**config.mk**
```make
export PLATFORM = sky130hd
export DESIGN_NAME = btn_tick_cond
export DESIGN_NICKNAME = d
export VERILOG_FILES = /design/src/rtl/btn_pkg.sv /design/src/rtl/btn_chan.sv /design/src/rtl/btn_tick_cond.sv
export SDC_FILE = /design/constraint.sdc
export NUM_CORES = 1
export LEC_CHECK = 0
export ABC_AREA = 0
export CORE_ASPECT_RATIO = 0.9
export CORE_MARGIN = 3
export CORE_UTILIZATION = 49
export CTS_CLUSTER_DIAMETER = 30
export CTS_CLUSTER_SIZE = 28
export DETAILED_ROUTE_END_ITERATION = 10
export PLACE_DENSITY = 0.83
export SYNTH_ARGS = -nofsm -noshare
export SYNTH_HDL_FRONTEND = slang
export SYNTH_SLANG_ARGS = --single-unit
```
**constraint.sdc**
```tcl
create_clock -name clk -period 1.35 [get_ports clk]
set_clock_uncertainty 0.15 [all_clocks]
set_input_delay 0.135 -clock clk [delete_from_list [all_inputs] [get_ports clk]]
set_output_delay 0.135 -clock clk [all_outputs]
set_load 0.1 [all_outputs]
```
**src/rtl/btn_pkg.sv**
```systemverilog
// Shared definitions for the button/tick front-end: channel indices, repeat FSM states
// and a small elaboration helper.
package btn_pkg;

  localparam int BTN_TIMESET  = 0;
  localparam int BTN_ALARMSET = 1;
  localparam int BTN_MINADV   = 2;
  localparam int BTN_HRSADV   = 3;
  localparam int BTN_ALARMON  = 4;

  typedef enum logic [1:0] {
    IDLE = 2'd0,
    HOLD = 2'd1,
    RPT  = 2'd2
  } rpt_state_t;

  function automatic int max_int(input int a, input int b);
    return (a > b) ? a : b;
  endfunction

endpackage

```
**src/rtl/btn_chan.sv**
```systemverilog
// One button channel: 2-flop synchronizer, debounce, press pulse and auto-repeat.
// Auto-repeat is built only when BTN_AUTOREPEAT_EN is defined; otherwise adv = press.
module btn_chan
  import btn_pkg::*;
#(
  parameter int DEB_CYC  = 16,
  parameter int HOLD_CYC = 50,
  parameter int REP_CYC  = 10
) (
  input  logic clk,
  input  logic rst,
  input  logic btn_raw,
  output logic level,
  output logic press,
  output logic adv
);

  localparam int DW = $clog2(DEB_CYC + 1);
  localparam logic [DW-1:0] DEB_LAST = DW'(DEB_CYC - 1);

  logic          sync1;
  logic          sync2;
  logic [DW-1:0] deb_cnt;
  logic          flip;

  // The level changes on the edge where the disagreement run would reach DEB_CYC.
  assign flip = (sync2 != level) && (deb_cnt == DEB_LAST);

  always_ff @(posedge clk or negedge rst) begin
    if (!rst) begin
      sync1   <= 1'b0;
      sync2   <= 1'b0;
      deb_cnt <= '0;
      level   <= 1'b0;
      press   <= 1'b0;
    end else begin
      sync1 <= btn_raw;
      sync2 <= sync1;
      press <= flip & sync2;
      if (sync2 == level) begin
        deb_cnt <= '0;
      end else if (flip) begin
        level   <= sync2;
        deb_cnt <= '0;
      end else begin
        deb_cnt <= deb_cnt + DW'(1);
      end
    end
  end

`ifdef BTN_AUTOREPEAT_EN
  localparam int HW = $clog2(max_int(HOLD_CYC, REP_CYC) + 1);
  localparam logic [HW-1:0] HOLD_LAST = HW'(HOLD_CYC - 1);
  localparam logic [HW-1:0] REP_LAST  = HW'(REP_CYC - 1);

  rpt_state_t    state;
  logic [HW-1:0] hold_cnt;
  logic          rpt_pulse;

  // A release seen in HOLD/RPT suppresses the pulse on that same cycle.
  assign rpt_pulse = level && (((state == HOLD) && (hold_cnt == HOLD_LAST)) ||
                               ((state == RPT)  && (hold_cnt == REP_LAST)));

  always_ff @(posedge clk or negedge rst) begin
    if (!rst) begin
      state    <= IDLE;
      hold_cnt <= '0;
    end else begin
      case (state)
        IDLE: begin
          if (press) begin
            state    <= HOLD;
            hold_cnt <= '0;
          end
        end
        HOLD: begin
          if (!level) begin
            state <= IDLE;
          end else if (rpt_pulse) begin
            state    <= RPT;
            hold_cnt <= '0;
          end else begin
            hold_cnt <= hold_cnt + HW'(1);
          end
        end
        RPT: begin
          if (!level) begin
            state <= IDLE;
          end else if (rpt_pulse) begin
            hold_cnt <= '0;
          end else begin
            hold_cnt <= hold_cnt + HW'(1);
          end
        end
        default: state <= IDLE;
      endcase
    end
  end

  assign adv = press | rpt_pulse;
`else
  assign adv = press;
`endif

endmodule

```
**src/rtl/btn_tick_cond.sv**
```systemverilog
// Alarm-clock front end: NBTN conditioned button channels plus the 1/DIV Pulse tick.
// Define BTN_AUTOREPEAT_EN to add hold-to-repeat pulses on adv.
module btn_tick_cond #(
  parameter int NBTN     = 5,
  parameter int DEB_CYC  = 16,
  parameter int HOLD_CYC = 50,
  parameter int REP_CYC  = 10,
  parameter int DIV      = 100
) (
  input  logic            clk,
  input  logic            rst,
  input  logic [NBTN-1:0] btn_raw,
  input  logic            tick_en,
  output logic [NBTN-1:0] level,
  output logic [NBTN-1:0] press,
  output logic [NBTN-1:0] adv,
  output logic            tick
);

  localparam int TW = $clog2(DIV);
  localparam logic [TW-1:0] DIV_LAST = TW'(DIV - 1);

  logic [TW-1:0] div_cnt;

  for (genvar i = 0; i < NBTN; i++) begin : g_chan
    btn_chan #(
      .DEB_CYC (DEB_CYC),
      .HOLD_CYC(HOLD_CYC),
      .REP_CYC (REP_CYC)
    ) u_chan (
      .clk    (clk),
      .rst    (rst),
      .btn_raw(btn_raw[i]),
      .level  (level[i]),
      .press  (press[i]),
      .adv    (adv[i])
    );
  end

  // Divider freezes while disabled and resumes from the held count.
  always_ff @(posedge clk or negedge rst) begin
    if (!rst) begin
      div_cnt <= '0;
    end else if (tick_en) begin
      if (div_cnt == DIV_LAST) div_cnt <= '0;
      else                     div_cnt <= div_cnt + TW'(1);
    end
  end

  assign tick = tick_en && (div_cnt == DIV_LAST);

endmodule

```
==> results.md <==
- Setup TNS: -0.889 ns
- Share of the synthesized area in the top cell type: 60.6%
- Port bufs: 23
- Synth Cell Area: 2150 sq um
- H-tree depth: 2
- DP HPWL: 2550 microns
- Total power: 3.68 mW
- Critical path cell sequence: ha_2 > nand3b_1 > nor2_4 > buf_12
- Post-synth EDFFs: 0
- Sink Count: 52
- Synth Area in Compound Gates: 1.69%
- Routed WL per cell: 13.7 microns
- Power per cell area: 1170 nW/um^2
- Pin count of the biggest net entering global routing: 53
- Switching Fraction: 26.5%
- Top post-synthesis cells by count: dfrtp_1, nor2_1, buf_4, nand3_1, xor2_1
- Critical path class: flip-flop to output port
- Fraction of layout cells with a size suffix above 1: 42.4%
- Dpl ws: -0.200 ns
- Final hold viol count: 0
- Avg Cell Area, Syn: 12.2 sq um
- GRT Overall Usage: 16.7%
- Final worst slack: -0.333 ns
- Pint: 2.71 mW
- Synth Flop Type: dfrtp_1
- Tcrit/Tclk final: 125%
- Cts bufs inserted: 5
- Sequential-to-total area share from yosys stat: 60.6%
- Synth area leader: dfrtp_1
- FF/Latch Area: 1300 sq um
- Critical Path RT: 1.07 ns
- Starting Density: 51.6%
- DIE WIDTH: 75.8 microns
- Reg2Reg Depth: 6
- Vias/cell: 4.99
- Critical Path Slowest Stage Cell: dfrtp_1
- Syn Nets: 190
- Starting DRT DRC Count: 93
- I/O pins: 24
- Hold slack: 0.104 ns
- Dpl cell area: 2740 sq um
- Post-route ant nets: 0
- Area of the multi-input gates: 955 sq um
- Worst Hold Class: input pin to flip-flop
- #FFs+latches synth: 52
- Max VDD drop: 0.962 mV
- CP endpoint kind: output port
- First-pass GRT wire length: 6530 microns
- Core Rows: 22
- RSZ-0062 raised after global routing: yes
- Synth Area in Adders: 3.50%
- Synth-to-layout area growth: 47.0%
- Post-synthesis mux area share: 5.07%
- Chip height: 68.8 microns
- CTS tree: done
- Worst EP arrival: 1.40 ns
- Antenna violations before repair: 0
- Seq pwr share: 48.5%
- Power share of the clock group: 29.1%
- Worst Hold Depth: 1
- Core Footprint: 4160 sq um
- Post-route cell area: 3150 sq um
- RR Endpoint: div_cnt[6]$_DFFE_PN0P_
- Reg2Reg Setup Slack: -0.23 ns
- Fillcell total: 246
- Pin slew with the least headroom to its limit: 0.291 ns
- Yosys warning count: 0
- Antenna diodes: 0
- CP startpoint kind: flip-flop
- CTS max path bufs: 2
- Hold Crit Start: btn_raw[0]
- Slew Limit Fails: 0
- Mapped Cells: 176
- Synth Area in Simple Gates: 15.7%
- Clk_lat worst skew: 0.31 ns
- FFs w/ async S/R, synth: 100%
- Critical-path maximum fanout: 2
- Static Leak: 1.44 nW
- Violated checks: negative setup slack
- WHS Endpoint: g_chan[0].u_chan.sync1$_DFF_PN0_
- CTS root buffer: clkbuf_8
- WL final: 3970 microns
- TritonRoute pass-1 iters: 4
- Main combinational cell family by area after synthesis: simple AND/OR/NAND/NOR gates
- NetSw: 974 uW
- Status: finished with violations
- CTS clk-pin slew, worst paths: 0.09 ns
- Top cells by area, synth: dfrtp_1, buf_4, xor2_1, mux2_2, nor2_1
- FMAX: 594 MHz
- Endpoints failing setup: 6
- Net count, final: 242
- Worst slew margin: 80.3%
- DR vias: 1441
- Die Footprint: 5210 sq um
- Max-Cap Viols: 0
- Post-synth cell types: 25
- Grt ovf: 0
- Final Critical Period: 1.68 ns
- Residual DRC: 0
- Crit-path max cell delay: 0.37 ns
- RePlAce Congestion: 0.794
- Vias in the first global route: 1484
- Xor-xnor portion of the synthesized cell area: 6.94%
- RR Startpoint: div_cnt[0]$_DFFE_PN0P_
- Most common cell in the netlist: dfrtp_1
- Gate power share: 22.4%
[cells by family (layout without fill, tap and decap cells)]
| group | Yosys count | in the layout |
|---|---|---|
| adder cells (fa/ha/maj) | 6 | 6 |
| flip-flops | 52 | 52 |
| AO/OA/AOI/OAI | 7 | 7 |
| AND/OR/NAND/NOR | 63 | 63 |
| XOR/XNOR | 17 | 17 |
| multiplexers | 10 | 10 |
| buffers and inverters | 21 | 74 |
[state kept, by name (all words and copies together), names as in the netlist]
register / flops
g_chan.u_chan.sync1: 5
div_cnt: 7
g_chan.u_chan.level: 5
g_chan.u_chan.deb_cnt: 25
g_chan.u_chan.adv: 5
g_chan.u_chan.sync2: 5
[area by class of cell]
type                            count  area share, %
Clock buffer                        6           2.30
Clock inverter                      2           1.23
Inverter                            4          0.476
Multi-Input combinational cell    103           30.3
Sequential cell                    52           41.3
Tap cell                           60           2.38
Timing Repair Buffer               62           22.1
[placed cells by master (no fill, tap or decap), drive strengths merged]
cell / n
mux2: 7
nor3: 3
bufinv: 1
nand2: 3
nor2b: 1
nand4bb: 1
dlygate4sd3: 1
and3: 4
nand3: 14
xnor2: 5
and2: 5
dfrtp: 52
nor4b: 7
xor2: 12
a21oi: 2
nand3b: 1
clkdlybuf4s50: 6
nor2: 21
nand2b: 1
clkbuf: 6
ha: 6
buf: 55
nand4: 2
o21ai: 4
mux2i: 3
a31oi: 1
inv: 5
[critical path: cells and delay by family (launching register included)]
kind,cells,cell delay (ns)
buf+inv,1,0.19
fa+ha+maj,1,0.20
flops,1,0.37
simple gates,2,0.33
[stage by stage]
step | cells | utilization (%)
3_3_place_gp | 270 | 66.0
4_1_cts | 283 | 71.5
5_1_grt | 289 | 75.9
3_5_place_dp | 270 | 66.0
2_1_floorplan | 176 | -
6_report | 289 | 75.9
[layer usage]
layer | part of all wire [%] | track usage [%]
met5 | 0 | 0
met4 | 1.2 | 3.71
met1 | 39 | 20.2
met3 | 3.7 | 5.80
met2 | 56 | 28.8
[worst max-delay path by stage]
stage	cells after the start	endpoint	slack, ns	startpoint
2_1_floorplan	4	div_cnt[0]$_DFFE_PN0P_	-0.25	div_cnt[3]$_DFFE_PN0P_
3_3_place_gp	4	div_cnt[5]$_DFFE_PN0P_	-0.15	tick_en
3_5_place_dp	4	div_cnt[6]$_DFFE_PN0P_	-0.20	tick_en
4_1_cts	4	tick	-0.29	div_cnt[0]$_DFFE_PN0P_
5_1_grt	4	tick	-0.38	div_cnt[0]$_DFFE_PN0P_
6_report	4	tick	-0.33	div_cnt[0]$_DFFE_PN0P_
[power by group through the flow]
stage                     sequential [mW]  combinational, mW  clock, mW
after detailed placement             1.80              0.627          0
after global routing                 1.81              0.913       1.16
after global placement               1.80              0.601          0
final                                1.79              0.823       1.07
after CTS                            1.78              0.729       1.10
after floorplan                      1.80              0.378          0
[repair_timing]
| action | CTS | global route |
|---|---|---|
| pin swaps | 10 | 10 |
| hold buffers | 1 | 0 |
| gates resized for setup | 18 | 28 |
| setup endpoints to repair | 19 | 25 |
| endpoints found under the hold margin | 52 | 0 |
| setup buffers | 5 | 7 |
Note: power is estimated with default switching activity, not from simulation.
